File: src/rtl/step_dir_motion_ctrl.sv
// Step/dir motor channel: move command -> N step pulses with dir setup and symmetric linear speed ramp.
// Optional POS_LOAD_EN adds a position load port; cmd_ready only in IDLE, busy commands are dropped.
module step_dir_motion_ctrl #(
    parameter int POS_W     = 20,
    parameter int DIV_W     = 13,
    parameter int CNT_W     = 16,
    parameter int PULSE_W   = 2,
    parameter int DIR_SETUP = 4
) (
    input  logic              CLK,
    input  logic              reset,
    input  logic              cmd_valid,
    output logic              cmd_ready,
    input  logic              cmd_dir,
    input  logic [CNT_W-1:0]  cmd_steps,
    input  logic [DIV_W-1:0]  cmd_div_start,
    input  logic [DIV_W-1:0]  cmd_div_min,
    input  logic [DIV_W-1:0]  cmd_div_step,
    input  logic              abort,
`ifdef POS_LOAD_EN
    input  logic              pos_load,
    input  logic [POS_W-1:0]  pos_load_val,
`endif
    output logic              dir,
    output logic              step,
    output logic              busy,
    output logic              done,
    output logic [CNT_W-1:0]  steps_left,
    output logic [POS_W-1:0]  cur_position
);

    typedef enum logic [1:0] {IDLE, SETUP, RUN} state_t;

    localparam int SET_W = (DIR_SETUP > 1) ? $clog2(DIR_SETUP) : 1;
    localparam logic [SET_W-1:0] SET_LAST = SET_W'(DIR_SETUP - 1);
    localparam logic [DIV_W:0]   P_MIN    = (DIV_W+1)'(PULSE_W + 1);
    localparam logic [DIV_W:0]   P_HIGH   = (DIV_W+1)'(PULSE_W);

    state_t             state_q, state_d;
    logic [SET_W-1:0]   set_cnt_q, set_cnt_d;
    logic [DIV_W-1:0]   per_cnt_q, per_cnt_d;
    logic [DIV_W-1:0]   cur_div_q, cur_div_d;
    logic [DIV_W-1:0]   div_start_q, div_start_d;
    logic [DIV_W-1:0]   div_min_q, div_min_d;
    logic [DIV_W-1:0]   div_step_q, div_step_d;
    logic [CNT_W-1:0]   acc_q, acc_d;
    logic [CNT_W-1:0]   steps_left_q, steps_left_d;
    logic               abort_pend_q, abort_pend_d;
    logic               dir_q, dir_d;
    logic               step_q, step_d;
    logic               done_q, done_d;
    logic [POS_W-1:0]   pos_q, pos_d;

    logic [DIV_W:0]     eff_p, sum, diff;
    logic [CNT_W-1:0]   rem;
    logic               period_end;

    always_comb begin
        state_d      = state_q;
        set_cnt_d    = set_cnt_q;
        per_cnt_d    = per_cnt_q;
        cur_div_d    = cur_div_q;
        div_start_d  = div_start_q;
        div_min_d    = div_min_q;
        div_step_d   = div_step_q;
        acc_d        = acc_q;
        steps_left_d = steps_left_q;
        abort_pend_d = abort_pend_q;
        dir_d        = dir_q;
        done_d       = 1'b0;

        eff_p      = ({1'b0, cur_div_q} > P_MIN) ? {1'b0, cur_div_q} : P_MIN;
        period_end = ({1'b0, per_cnt_q} == (eff_p - (DIV_W+1)'(1)));
        rem        = steps_left_q - CNT_W'(1);
        sum        = {1'b0, cur_div_q} + {1'b0, div_step_q};
        diff       = {1'b0, cur_div_q} - {1'b0, div_step_q};

        case (state_q)
            IDLE: begin
                if (cmd_valid) begin
                    dir_d        = cmd_dir;
                    cur_div_d    = cmd_div_start;
                    div_start_d  = cmd_div_start;
                    div_min_d    = cmd_div_min;
                    div_step_d   = cmd_div_step;
                    acc_d        = '0;
                    steps_left_d = cmd_steps;
                    abort_pend_d = 1'b0;
                    set_cnt_d    = '0;
                    per_cnt_d    = '0;
                    if (cmd_steps == '0) done_d  = 1'b1;
                    else                 state_d = SETUP;
                end
            end
            SETUP: begin
                if (abort) begin
                    state_d = IDLE;
                    done_d  = 1'b1;
                end else if (set_cnt_q == SET_LAST) begin
                    state_d   = RUN;
                    per_cnt_d = '0;
                end else begin
                    set_cnt_d = set_cnt_q + SET_W'(1);
                end
            end
            RUN: begin
                if (abort) abort_pend_d = 1'b1;
                if (period_end) begin
                    steps_left_d = rem;
                    per_cnt_d    = '0;
                    if (rem == '0 || abort || abort_pend_q) begin
                        state_d = IDLE;
                        done_d  = 1'b1;
                    end else if (rem <= acc_q) begin
                        // Decelerate, saturating back at the start period.
                        cur_div_d = (sum > {1'b0, div_start_q}) ? div_start_q : sum[DIV_W-1:0];
                        acc_d     = acc_q - CNT_W'(1);
                    end else if (cur_div_q > div_min_q) begin
                        cur_div_d = (diff[DIV_W] || diff < {1'b0, div_min_q}) ? div_min_q : diff[DIV_W-1:0];
                        acc_d     = acc_q + CNT_W'(1);
                    end
                end else begin
                    per_cnt_d = per_cnt_q + DIV_W'(1);
                end
            end
            default: state_d = IDLE;
        endcase

        step_d = (state_d == RUN) && ({1'b0, per_cnt_d} < P_HIGH);

        pos_d = pos_q;
        if (step_d && !step_q) pos_d = dir_q ? pos_q + POS_W'(1) : pos_q - POS_W'(1);
`ifdef POS_LOAD_EN
        if (pos_load) pos_d = pos_load_val;
`endif
    end

    always_ff @(posedge CLK) begin
        if (reset) begin
            state_q      <= IDLE;
            set_cnt_q    <= '0;
            per_cnt_q    <= '0;
            cur_div_q    <= '0;
            div_start_q  <= '0;
            div_min_q    <= '0;
            div_step_q   <= '0;
            acc_q        <= '0;
            steps_left_q <= '0;
            abort_pend_q <= 1'b0;
            dir_q        <= 1'b0;
            step_q       <= 1'b0;
            done_q       <= 1'b0;
            pos_q        <= '0;
        end else begin
            state_q      <= state_d;
            set_cnt_q    <= set_cnt_d;
            per_cnt_q    <= per_cnt_d;
            cur_div_q    <= cur_div_d;
            div_start_q  <= div_start_d;
            div_min_q    <= div_min_d;
            div_step_q   <= div_step_d;
            acc_q        <= acc_d;
            steps_left_q <= steps_left_d;
            abort_pend_q <= abort_pend_d;
            dir_q        <= dir_d;
            step_q       <= step_d;
            done_q       <= done_d;
            pos_q        <= pos_d;
        end
    end

    assign cmd_ready    = (state_q == IDLE);
    assign busy         = (state_q != IDLE);
    assign dir          = dir_q;
    assign step         = step_q;
    assign done         = done_q;
    assign steps_left   = steps_left_q;
    assign cur_position = pos_q;

endmodule

File: config.mk
export PLATFORM = sky130hd
export DESIGN_NAME = step_dir_motion_ctrl
export DESIGN_NICKNAME = d
export VERILOG_FILES = /design/src/rtl/step_dir_motion_ctrl.sv
export SDC_FILE = /design/constraint.sdc
export NUM_CORES = 1
export LEC_CHECK = 0
export ABC_AREA = 1
export CORE_UTILIZATION = 40
export CTS_CLUSTER_SIZE = 14
export DETAILED_ROUTE_END_ITERATION = 10
export GPL_TIMING_DRIVEN = 0
export PLACE_DENSITY = 0.58
export SETUP_SLACK_MARGIN = 0.15
export SLEW_MARGIN = 20
export SYNTH_ARGS = -nofsm -noshare
export SYNTH_HDL_FRONTEND = slang
export SYNTH_SLANG_ARGS = --single-unit
File: constraint.sdc
create_clock -name CLK -period 6.6 [get_ports CLK]
set_input_delay 1.32 -clock CLK [delete_from_list [all_inputs] [get_ports CLK]]
set_output_delay 1.32 -clock CLK [all_outputs]
set_load 0.05 [all_outputs]
# Word-level counts from Yosys, hierarchy flattened
# Index checks and enable logic that the tools add are counted.
# Widths: inputs -> output; s select.
[op_classes]
add_sub_neg = 10
multipliers = 0
div = 0
n_lt_le_gt_ge = 6
eq_ne = 12
shift = 0
mux = 44
n_bitwise = 0
reduce_logical = 17
[op_table]
columns = ["cell", "count"]
rows = [
  ["$mux 13", 12],
  ["$mux 16", 7],
  ["$pmux 16 s2", 2],
  ["$pmux 13 s3", 1],
  ["$logic_not 16->1", 2],
  ["$sub 16x1->16 const B", 2],
  ["$pmux 13 s2", 1],
  ["$add 20x1->20 const B", 1],
  ["$mux 20", 1],
  ["$sub 20x1->20 const B", 1],
  ["$mux 2", 9],
  ["$add 16x1->16 const B", 1],
  ["$le 16x16->1", 1],
  ["$add 13x13->14", 1],
  ["$eq 13x14->1", 1],
  ["$gt 14x13->1", 1],
  ["$lt 14x13->1", 1],
  ["$sub 13x1->14 const B", 1],
  ["$sub 13x13->14", 1],
  ["$add 13x1->13 const B", 1],
  ["$gt 13x13->1", 1],
  ["$gt 13x2->1 const B", 1],
  ["$lt 13x2->1 const B", 1],
  ["$ne 2x2->1 const B", 6],
  ["other kinds (18)", 32],
]
[totals]
ff_bits = 125
latchBits = 0
ramBits = 0
rom_bits = 0
wordCells = 103
n_memories = 0

# Depth between registers and ports, before layout
# Gate-level depths: netlist of the first run.
[logic_depth]
ltp_word = 10
mapped_depth = 33
depth_no_buf = 32

# Least setup slack after synthesis of the first run
# OpenSTA, ideal clock, no wires.
[synth_path]
path_type = "reg-to-reg"
from = "reg steps_left_q[0], in the netlist steps_left[0]"
to = "reg acc_q[15]"
setup_ns = 0.132
t_arrival_ns = 4.998
t_required_ns = 6.468
slack_ns = 1.469
path_stages_with_launch = 32
path_cell_list = "dfxtp_1 -> inv_1 -> ha_1 -> nand3_1 -> nor3_1 -> or2_2 -> nand2_1 -> inv_1 -> ha_1 -> a21oi_1 -> o21a_1 -> o221a_2 -> nand2_1 -> nand2_1 -> clkbuf_1 -> ha_1 -> a21oi_1 -> nand2_1 -> nand2_1 -> o211ai_1 -> a21oi_1 -> o21ai_0 -> nand2_1 -> nand2_1 -> a21boi_0 -> nor2_1 -> o21ai_0 -> nand2_1 -> nor2_1 -> nor2_1 -> nand3_1 -> a21oi_1"
[synth_between]
elab_chain_len = 6
elab_cells_between_ends = 12
[synth_lines]
columns = ["item", "line", "source"]
rows = [
  ["start, declared", "47", "logic [CNT_W-1:0] steps_left_q, steps_left_d;"],
  ["start signal, assigned", "163", "steps_left_q <= steps_left_d;"],
  ["$sub 16x1->16 *", "74", "rem = steps_left_q - CNT_W'(1);"],
  ["$le 16x16->1 / $logic_not 16->1 (equally long branches)", "114, 111", ""],
  ["$mux 16 / $logic_or 1x1->1 (equally long branches)", "114, 111", ""],
  ["$mux 16 / $logic_or 1x1->1 (equally long branches)", "111", "if (rem == '0 || abort || abort_pend_q) begin"],
  ["$mux 16 / $ne 2x2->1 (equally long branches)", "n/a", ""],
  ["$pmux 16 s2 / $reduce_and 5->1 (equally long branches)", "n/a", ""],
  ["end signal, assigned", "147", "acc_q <= '0;"],
  ["end signal, assigned", "162", "acc_q <= acc_d;"],
  ["end, declared", "46", "logic [CNT_W-1:0] acc_q, acc_d;"],
]
# Every way passes the cells marked *; elsewhere a longest branch is shown, timed or not. The select of a mux whose other input is x is not followed.
# A chain may end at the register's enable or synchronous reset.

# Worst setup path after layout of the first run
[layout_path]
from = "reg steps_left_q[2], in the netlist steps_left[2]"
to = "reg acc_q[15]"
# Same word-level chain as after synthesis.

==> flow_summary.json, run 1 <==
{
  "p_int_w": 0.00178,
  "hold_viol": 0,
  "drive_gt1_share_pct": 4.44,
  "worst_skew_pair.late_latency_ns": 0.43,
  "gp_congestion": 0.919,
  "grt_util_all_layers_pct": 25.3,
  "setup_viol": 0,
  "synth_area_leader_cell": "dfxtp_1",
  "cts_tree": "built",
  "die_w_um": 166,
  "port_buffers": 99,
  "cts_buffers": 17,
  "synth-edff-count": 0,
  "avgSynthCellArea_um2": 6.59,
  "arrival_ns": 6.01,
  "ff2ff_path_depth": 30,
  "hold_class": "register to register",
  "rsz0062_at_grt": "false",
  "comb_power_share_pct": 37.7,
  "grt_pass1_vias": 10800,
  "grt_pass1_wl_mm": 55.3,
  "power_frac_seq_pct": 28.6,
  "top_level_ports": 101,
  "crit_fanout": 23,
  "failed_checks": "DRC",
  "worstSetupEndpoint": "acc_q[15]",
  "synth_nets": 1808,
  "clock_skew_ns": 0.00909,
  "syn_area_um2": 10700,
  "clkTransAtPathRegs_ns": 0.06,
  "startpoint_type": "register",
  "routed_wl_mm": 34.3,
  "clockBufferDepth": 2,
  "rows": 59,
  "postLayoutCoreUtil_pct": 48.6,
  "async_flop_share_pct": 0,
  "drt_pre_antenna_iters": 8,
  "final_max_slew_viol_count": 0,
  "regToRegSetupSlack_ns": 0.95,
  "fillCellCount": 2695,
  "swShare_pct": 39.3,
  "crit_path_frequent_cell": "nand2_1",
  "worstHoldStart": "abort_pend_q",
  "root_buffer": "clkbuf_16",
  "die_h_um": 166,
  "reg2reg_to": "acc_q[15]",
  "finalSetupTns_ns": 0,
  "tightest_slew_ns": 0.780,
  "status": "complete, but fails checks",
  "cp-startpoint": "steps_left[2]",
  "drt_iter0_drc": 630,
  "grt-ovfl-total": 0,
  "initial_core_util_pct": 40.9,
  "r2r-start": "steps_left[2]",
  "post-route-min-period_ns": 5.65,
  "grt_antenna_before_repair": 0,
  "clkPwrFrac_pct": 33.8,
  "ir_worst_vdd_v": 0.000156,
  "wl_per_cell_um": 16.4,
  "power.density_nw_per_um2": 230,
  "drc": 8,
  "viasPerCell": 5.34,
  "nets": 1926,
  "p_sw_w": 0.00115,
  "fmax_ghz": 0.177,
  "syn2layout_area_growth_pct": 18.7,
  "core_area_um2": 26200,
  "min_period_over_period_pct": 85.7,
  "diodes": 0,
  "critPathMaxStageDelay_ns": 0.52,
  "worstSetupPathType": "register to register",
  "yosys-top-cells-area": "dfxtp_1 (23%), ha_1 (14%), nand2_1 (11%)",
  "maxCapViolCount": 0,
  "power_w": 0.00292,
  "yosys_warnings": 0,
  "yosysTopAreaCellShare_pct": 23.3,
  "end_kind": "register",
  "max_slew_margin_pct": 47.5,
  "cts_hold_buf": 0,
  "synth.ff_latch_count": 125,
  "hpwl_mm": 26.7,
  "die_area_um2": 27500,
  "seq_area_frac_synth_pct": 23.3,
  "cts_resized": 0,
  "cts_sinks": 125,
  "slowest_stage": "ha_1",
  "ant_nets": 0,
  "cts_setup_buffers": 0,
  "vias": 11200,
  "synth_flop_cell": "dfxtp_1",
  "crit_required_ns": 6.96,
  "syn_inst": 1627,
  "ys_types": 50,
  "grt_start_max_net_pins": 24,
  "p_leak_nw": 5.84,
  "htreeDepth": 4
}
## worst max-delay path, delay by kind of cell, from the launching register on
family / cells / cell delay (ns)
xor gates and xnor gates: 1 / 0.24
adders and majority gates: 2 / 0.81
buffers and inverters: 2 / 0.58
AOI/OAI and AO/OA: 8 / 1.34
DFF: 1 / 0.36
and+or+nand+nor: 17 / 2.22
## power by group through the flow
stage / clock, W / sequential [W] / combinational [W]
after floorplan: 0 / 0.000866 / 0.000763
after global placement: 0 / 0.000851 / 0.00107
after detailed placement: 0 / 0.000851 / 0.00108
after CTS: 0.00100 / 0.000835 / 0.00109
after global routing: 0.00103 / 0.000841 / 0.00125
final: 0.000988 / 0.000836 / 0.00110
## cells by family (layout without fill, tap and decap cells)
logic type / count (synthesis) / after routing / share of synthesized area (%)
compound gates: 345 / 345 / 17.6
xor+xnor: 75 / 75 / 6.19
flops: 125 / 125 / 23.3
buf+inv: 274 / 404 / 9.99
simple gates: 687 / 687 / 28.5
fa+ha+maj: 121 / 121 / 14.4
## flip-flops by register name (all words and copies together) (netlist names)
register and count:
cur_position 20, acc_q 16, steps_left 16, cur_div_q 13, div_min_q 13, div_start_q 13, div_step_q 13, per_cnt_q 13
set_cnt_q 2, state_q 2, abort_pend_q 1, dir 1, done 1, step 1
## worst min-delay path by stage
stage / to / slack (ns) / cells after the start
3_3_place_gp: abort_pend_q / 0.45 / 2
2_1_floorplan: set_cnt_q[0] / 0.43 / 1
5_1_grt: set_cnt_q[0] / 0.48 / 1
4_1_cts: set_cnt_q[0] / 0.46 / 1
3_5_place_dp: set_cnt_q[0] / 0.45 / 1
6_report: abort_pend_q / 0.47 / 2
## cell usage in the layout (no fill, tap or decap), types with 22 or more instances in the layout
cell,Yosys,final
clkbuf_1,43,42
xor2_1,56,56
clkdlybuf4s50_1,0,99
nand3_1,128,128
dfxtp_1,125,125
nand4_1,35,35
a21oi_1,168,168
o21ai_0,109,109
a31oi_1,22,22
nor2_1,135,135
inv_1,208,208
ha_1,117,117
nand2_1,324,324
## per-layer routing
| layer | wire (µm) | global-route usage, % | up-vias | part of all wire, % |
|---|---|---|---|---|
| met1 | 15700 | 32.1 | 5181 | 46 |
| met4 | 726 | 7.52 | 0 | 2.1 |
| met5 | 0 | 0 | - | 0 |
| met3 | 1650 | 4.22 | 47 | 4.8 |
| li1 | - | - | 5674 | - |
| met2 | 16200 | 43.8 | 265 | 47 |
## cell type report
type,instances,area [µm²],area share [%]
multi-input combinational,1228,7150,56.2
clock buffer,17,425,3.34
inverter,211,792,6.22
clock inverter,14,169,1.33
sequential,125,2500,19.7
tap,335,419,3.29
buffer,63,280,2.20
timing repair buffer,99,991,7.78
## through the flow
| step | hold slack [ns] | setup WS, ns | instances | area, µm² |
|---|---|---|---|---|
| floorplan | 0.429 | 1.47 | 1627 | 10700 |
| global placement | 0.449 | 0.625 | 2061 | 12100 |
| detailed placement | 0.452 | 0.543 | 2061 | 12100 |
| CTS | 0.463 | 0.514 | 2092 | 12700 |
| global route | 0.477 | 0.359 | 2092 | 12700 |
| finish | 0.469 | 0.946 | 2092 | 12700 |
## cell usage after synthesis (3+ instances only)
cell       instances
clkbuf_1          43
nand3_1          128
fa_1               4
xnor2_1           18
a211oi_1           6
dfxtp_1          125
buf_4              4
xor2_1            56
nor4_1            10
o221ai_1           3
buf_2             10
nor3b_1            3
ha_1             117
o2111ai_1          4
nand3b_1           9
nor2_1           135
o21bai_1           7
a31oi_1           22
o211ai_1           5
and2_1             4
nand3_2            7
buf_1              3
nor2_2             8
a21oi_1          168
o21ai_0          109
a21o_1             7
nor3_1            15
nand2_1          324
inv_1            208
o31ai_1            3
nor2_4             4
nand4_1           35
No activity file was read; power rests on OpenSTA's default activity.
==> inputs of run 2 (changes only) <==
Settings changed: CAP_MARGIN set to 30, CTS_CLUSTER_DIAMETER set to 120.
==> flow_summary.json, run 2 (synthesis results as in run 1) <==
{
  "ir_worst_vdd_v": 0.000169,
  "grt-ovfl-total": 0,
  "grt_start_max_net_pins": 21,
  "cts_sinks": 125,
  "worst_skew_pair.late_latency_ns": 0.44,
  "reg2reg_to": "acc_q[15]",
  "setup_viol": 0,
  "cts_hold_buf": 0,
  "dpl_worst_slack_ns": 0.984,
  "path_buf_inv": 4,
  "cts_buffers": 17,
  "crit_path_frequent_cell": "nand2_1",
  "cts_tree": "built",
  "postLayoutCoreUtil_pct": 48.5,
  "syn2layout_area_growth_pct": 18.6,
  "final_max_slew_viol_count": 0,
  "die_area_um2": 27500,
  "rows": 59,
  "status": "complete, but fails checks",
  "grt_pass1_vias": 10700,
  "crit_required_ns": 6.89,
  "ff2ff_path_depth": 32,
  "worstSetupPathType": "register to register",
  "hold_class": "register to register",
  "htreeDepth": 4,
  "regToRegSetupSlack_ns": 0.85,
  "largest_reg_flops": 20,
  "slowest_stage": "clkbuf_1",
  "rsz0062_at_grt": "false",
  "routed_wl_mm": 34.4,
  "min_period_over_period_pct": 87.1,
  "top_level_ports": 101,
  "drt_pre_antenna_iters": 8,
  "clkTransAtPathRegs_ns": 0.07,
  "hpwl_mm": 26.6,
  "dp_cells": 2062,
  "worstSetupEndpoint": "acc_q[15]",
  "initial_core_util_pct": 40.9,
  "power.density_nw_per_um2": 228,
  "drc": 15,
  "timing.final.ws_setup_ns": 0.852,
  "layout.cells.most_common": "nand2_1",
  "fmax_ghz": 0.174,
  "diodes": 0,
  "failed_checks": "DRC",
  "grt_pass1_wl_mm": 55.3,
  "cp-startpoint": "steps_left[2]",
  "grt_antenna_before_repair": 0,
  "r2r-start": "steps_left[2]",
  "arrival_ns": 6.04,
  "core_area_um2": 26200,
  "nets": 1927,
  "hold_slack_ns": 0.468,
  "root_buffer": "clkbuf_16",
  "hold_viol": 0,
  "drive_gt1_share_pct": 4.44,
  "critPathMaxStageDelay_ns": 0.48,
  "wl_per_cell_um": 16.4,
  "tightest_slew_ns": 0.800,
  "most-common-layout-cells": "nand2_1 (324), inv_1 (208), a21oi_1 (168)",
  "post-route-min-period_ns": 5.75,
  "port_buffers": 99,
  "startpoint_type": "register",
  "clockBufferDepth": 2,
  "crit_family": "simple AND/OR/NAND/NOR gates",
  "finalSetupTns_ns": 0,
  "die_w_um": 166,
  "cp_num_cells": 32,
  "cts_resized": 0,
  "die_h_um": 166,
  "end_kind": "register",
  "ant_nets": 0,
  "max_slew_margin_pct": 46.1,
  "cts_setup_buffers": 0,
  "viasPerCell": 5.33,
  "gp_congestion": 0.919,
  "clock_skew_ns": 0.0161,
  "drt_iter0_drc": 688,
  "final_cells": 2093,
  "crit_fanout": 15,
  "p_leak_nw": 5.84,
  "maxCapViolCount": 0,
  "grt_util_all_layers_pct": 25.3,
  "vias": 11200
}
## run 2: per-stage QoR
step                      total power [W]  area (µm²)
final                             0.00290       12700
after global routing              0.00308       12700
after floorplan                   0.00163       10700
after CTS                         0.00290       12700
after global placement            0.00192       12100
after detailed placement          0.00194       12100
## run 2: worst register-to-register path: cells and delay by family, from the launching register on
family | cells | cell delay (ns)
AOI/OAI and AO/OA | 7 | 1.06
adders and majority gates | 2 | 0.62
buffers and inverters | 4 | 0.92
DFF | 1 | 0.36
and+or+nand+nor | 19 | 2.63
## run 2: report_power, final
group / internal (W) / total [W] / switching, W / leakage [nW]
Combinational: 0.000395 / 0.00111 / 0.000713 / 4.53
Sequential: 0.000793 / 0.000835 / 0.0000429 / 1.02
Clock: 0.000554 / 0.000956 / 0.000402 / 0.283
Total: 0.00174 / 0.00290 / 0.00116 / 5.84
## run 2: worst min path at each step
stage                             from      endpoint  cells after the start
final                     abort_pend_q  abort_pend_q                      2
after global routing      set_cnt_q[0]  set_cnt_q[0]                      1
after detailed placement  set_cnt_q[0]  set_cnt_q[0]                      1
after global placement    abort_pend_q  abort_pend_q                      2
after CTS                 set_cnt_q[0]  set_cnt_q[0]                      1
after floorplan           set_cnt_q[0]  set_cnt_q[0]                      1
## run 2: cell type report
cell class | instances | area, µm²
well taps | 335 | 419
clock inverters | 14 | 145
fillers | 2731 | 13500
flip-flops and latches | 125 | 2500
clock buffers | 17 | 425
repair buffers | 100 | 1000
plain buffers | 63 | 279
multi-input cells | 1228 | 7150
inverters | 211 | 792
## run 2: per-layer routing
metal | share of wire (%) | vias to the layer above | routed length [µm] | track usage [%]
li1 | - | 5675 | - | -
met1 | 46 | 5145 | 15700 | 32.4
met2 | 47 | 305 | 16300 | 43.4
met3 | 4.8 | 41 | 1660 | 3.86
met4 | 2.0 | 0 | 671 | 8.05
met5 | 0 | - | 0 | 0
==> inputs of run 3 (changes only) <==
Settings changed: CORE_ASPECT_RATIO set to 1.1.
==> flow_summary.json, run 3 (synthesis results as in run 1) <==
{
  "status": "complete, no violations",
  "slowest_stage": "clkbuf_2",
  "grt_antenna_before_repair": 1,
  "hold_end": "set_cnt_q[0]",
  "viasPerCell": 5.18,
  "drt_iter0_drc": 533,
  "grt_pass1_wl_mm": 53.1,
  "setup_viol": 0,
  "die_area_um2": 27500,
  "end_kind": "register",
  "cts_tree": "built",
  "power_frac_seq_pct": 29.0,
  "worstSetupPathType": "register to register",
  "worst_skew_pair.late_latency_ns": 0.44,
  "core_area_um2": 26200,
  "hpwl_mm": 26.3,
  "grt_start_max_net_pins": 24,
  "ir_worst_vdd_v": 0.000122,
  "max_slew_margin_pct": 46.5,
  "regToRegSetupSlack_ns": 0.86,
  "drive_gt1_share_pct": 4.49,
  "clkPwrFrac_pct": 33.4,
  "p_leak_nw": 5.82,
  "die_w_um": 158,
  "ff2ff_path_depth": 31,
  "routed_wl_mm": 33.2,
  "fmax_ghz": 0.174,
  "cp_num_cells": 31,
  "hold_path_depth": 1,
  "p_sw_w": 0.00112,
  "diodes": 0,
  "nets": 1926,
  "cts_setup_buffers": 0,
  "grt-ovfl-total": 0,
  "cp-startpoint": "steps_left[2]",
  "die_h_um": 174,
  "tightest_slew_ns": 0.802,
  "crit_required_ns": 6.90,
  "htreeDepth": 4,
  "reg2reg_to": "acc_q[15]",
  "cts_resized": 0,
  "critPathMaxStageDelay_ns": 0.59,
  "path_buf_inv": 3,
  "fillCellCount": 2780,
  "arrival_ns": 6.03,
  "most-common-layout-cells": "nand2_1 (324), inv_1 (208), a21oi_1 (168)",
  "p_int_w": 0.00176,
  "ant_nets": 0,
  "rows": 62,
  "clockBufferDepth": 2,
  "gp_congestion": 0.945,
  "largest_reg_flops": 20,
  "finalSetupTns_ns": 0,
  "wl_per_cell_um": 15.8,
  "startpoint_type": "register",
  "port_buffers": 99,
  "crit_path_frequent_cell": "nand2_1",
  "clock_skew_ns": 0.00715,
  "root_buffer": "clkbuf_16",
  "grt_util_all_layers_pct": 24.9,
  "grt_pass1_vias": 10400,
  "cts_sinks": 125,
  "final_max_slew_viol_count": 0,
  "clkTransAtPathRegs_ns": 0.06,
  "cts_buffers": 17,
  "rsz0062_at_grt": "false",
  "layout.cells.most_common": "nand2_1",
  "r2r-start": "steps_left[2]",
  "power.density_nw_per_um2": 226,
  "crit_family": "simple AND/OR/NAND/NOR gates",
  "crit_fanout": 23,
  "initial_core_util_pct": 40.9,
  "power_w": 0.00288,
  "hold_class": "register to register",
  "vias": 10900,
  "post-route-min-period_ns": 5.74,
  "maxCapViolCount": 0,
  "swShare_pct": 39.0,
  "syn2layout_area_growth_pct": 18.9,
  "worstHoldStart": "set_cnt_q[0]",
  "cts_hold_buf": 0,
  "drc": 0,
  "drt_pre_antenna_iters": 5,
  "min_period_over_period_pct": 86.9,
  "hold_viol": 0,
  "comb_power_share_pct": 37.6,
  "top_level_ports": 101
}
run 3: how the worst max path moves through the flow:
stage,endpoint,slack [ns]
detailed placement,acc_q[15],0.92
finish,acc_q[15],0.86
global placement,acc_q[15],0.57
global route,acc_q[15],0.21
floorplan,acc_q[15],1.47
CTS,acc_q[15],0.90
run 3: metrics by stage:
step           std cells  utilization [%]  worst slack, ns  area (µm²)  hold WS (ns)
5_1_grt             2110             48.6            0.209       12800         0.492
4_1_cts             2110             48.6            0.895       12800         0.466
6_report            2110             48.6            0.865       12800         0.474
2_1_floorplan       1627                -             1.47       10700         0.429
3_5_place_dp        2078             46.4            0.921       12200         0.451
3_3_place_gp        2078             46.4            0.568       12200         0.445
run 3: per-layer routing:
| layer | vias to the layer above | part of all wire, % | GRT usage, % |
|---|---|---|---|
| li1 | 5676 | - | - |
| met1 | 4984 | 46 | 31.6 |
| met2 | 246 | 49 | 43.3 |
| met3 | 33 | 4.3 | 3.72 |
| met4 | 0 | 1.5 | 6.57 |
| met5 | - | 0 | 0 |
run 3: final cells by class:
type	instances	area [µm²]	share of cell area (%)
sequential	125	2500	19.6
buffer	63	280	2.20
inverter	211	792	6.21
timing repair buffer	99	991	7.77
tap	352	440	3.45
multi-input combinational	1228	7150	56.1
clock inverter	13	140	1.10
clock buffer	19	453	3.55
run 3: power by group through the flow:
stage | clock [W] | sequential (W) | combinational (W)
floorplan | 0 | 0.000866 | 0.000763
global placement | 0 | 0.000850 | 0.00106
detailed placement | 0 | 0.000849 | 0.00107
CTS | 0.000975 | 0.000834 | 0.00108
global route | 0.00101 | 0.000839 | 0.00123
finish | 0.000963 | 0.000834 | 0.00108
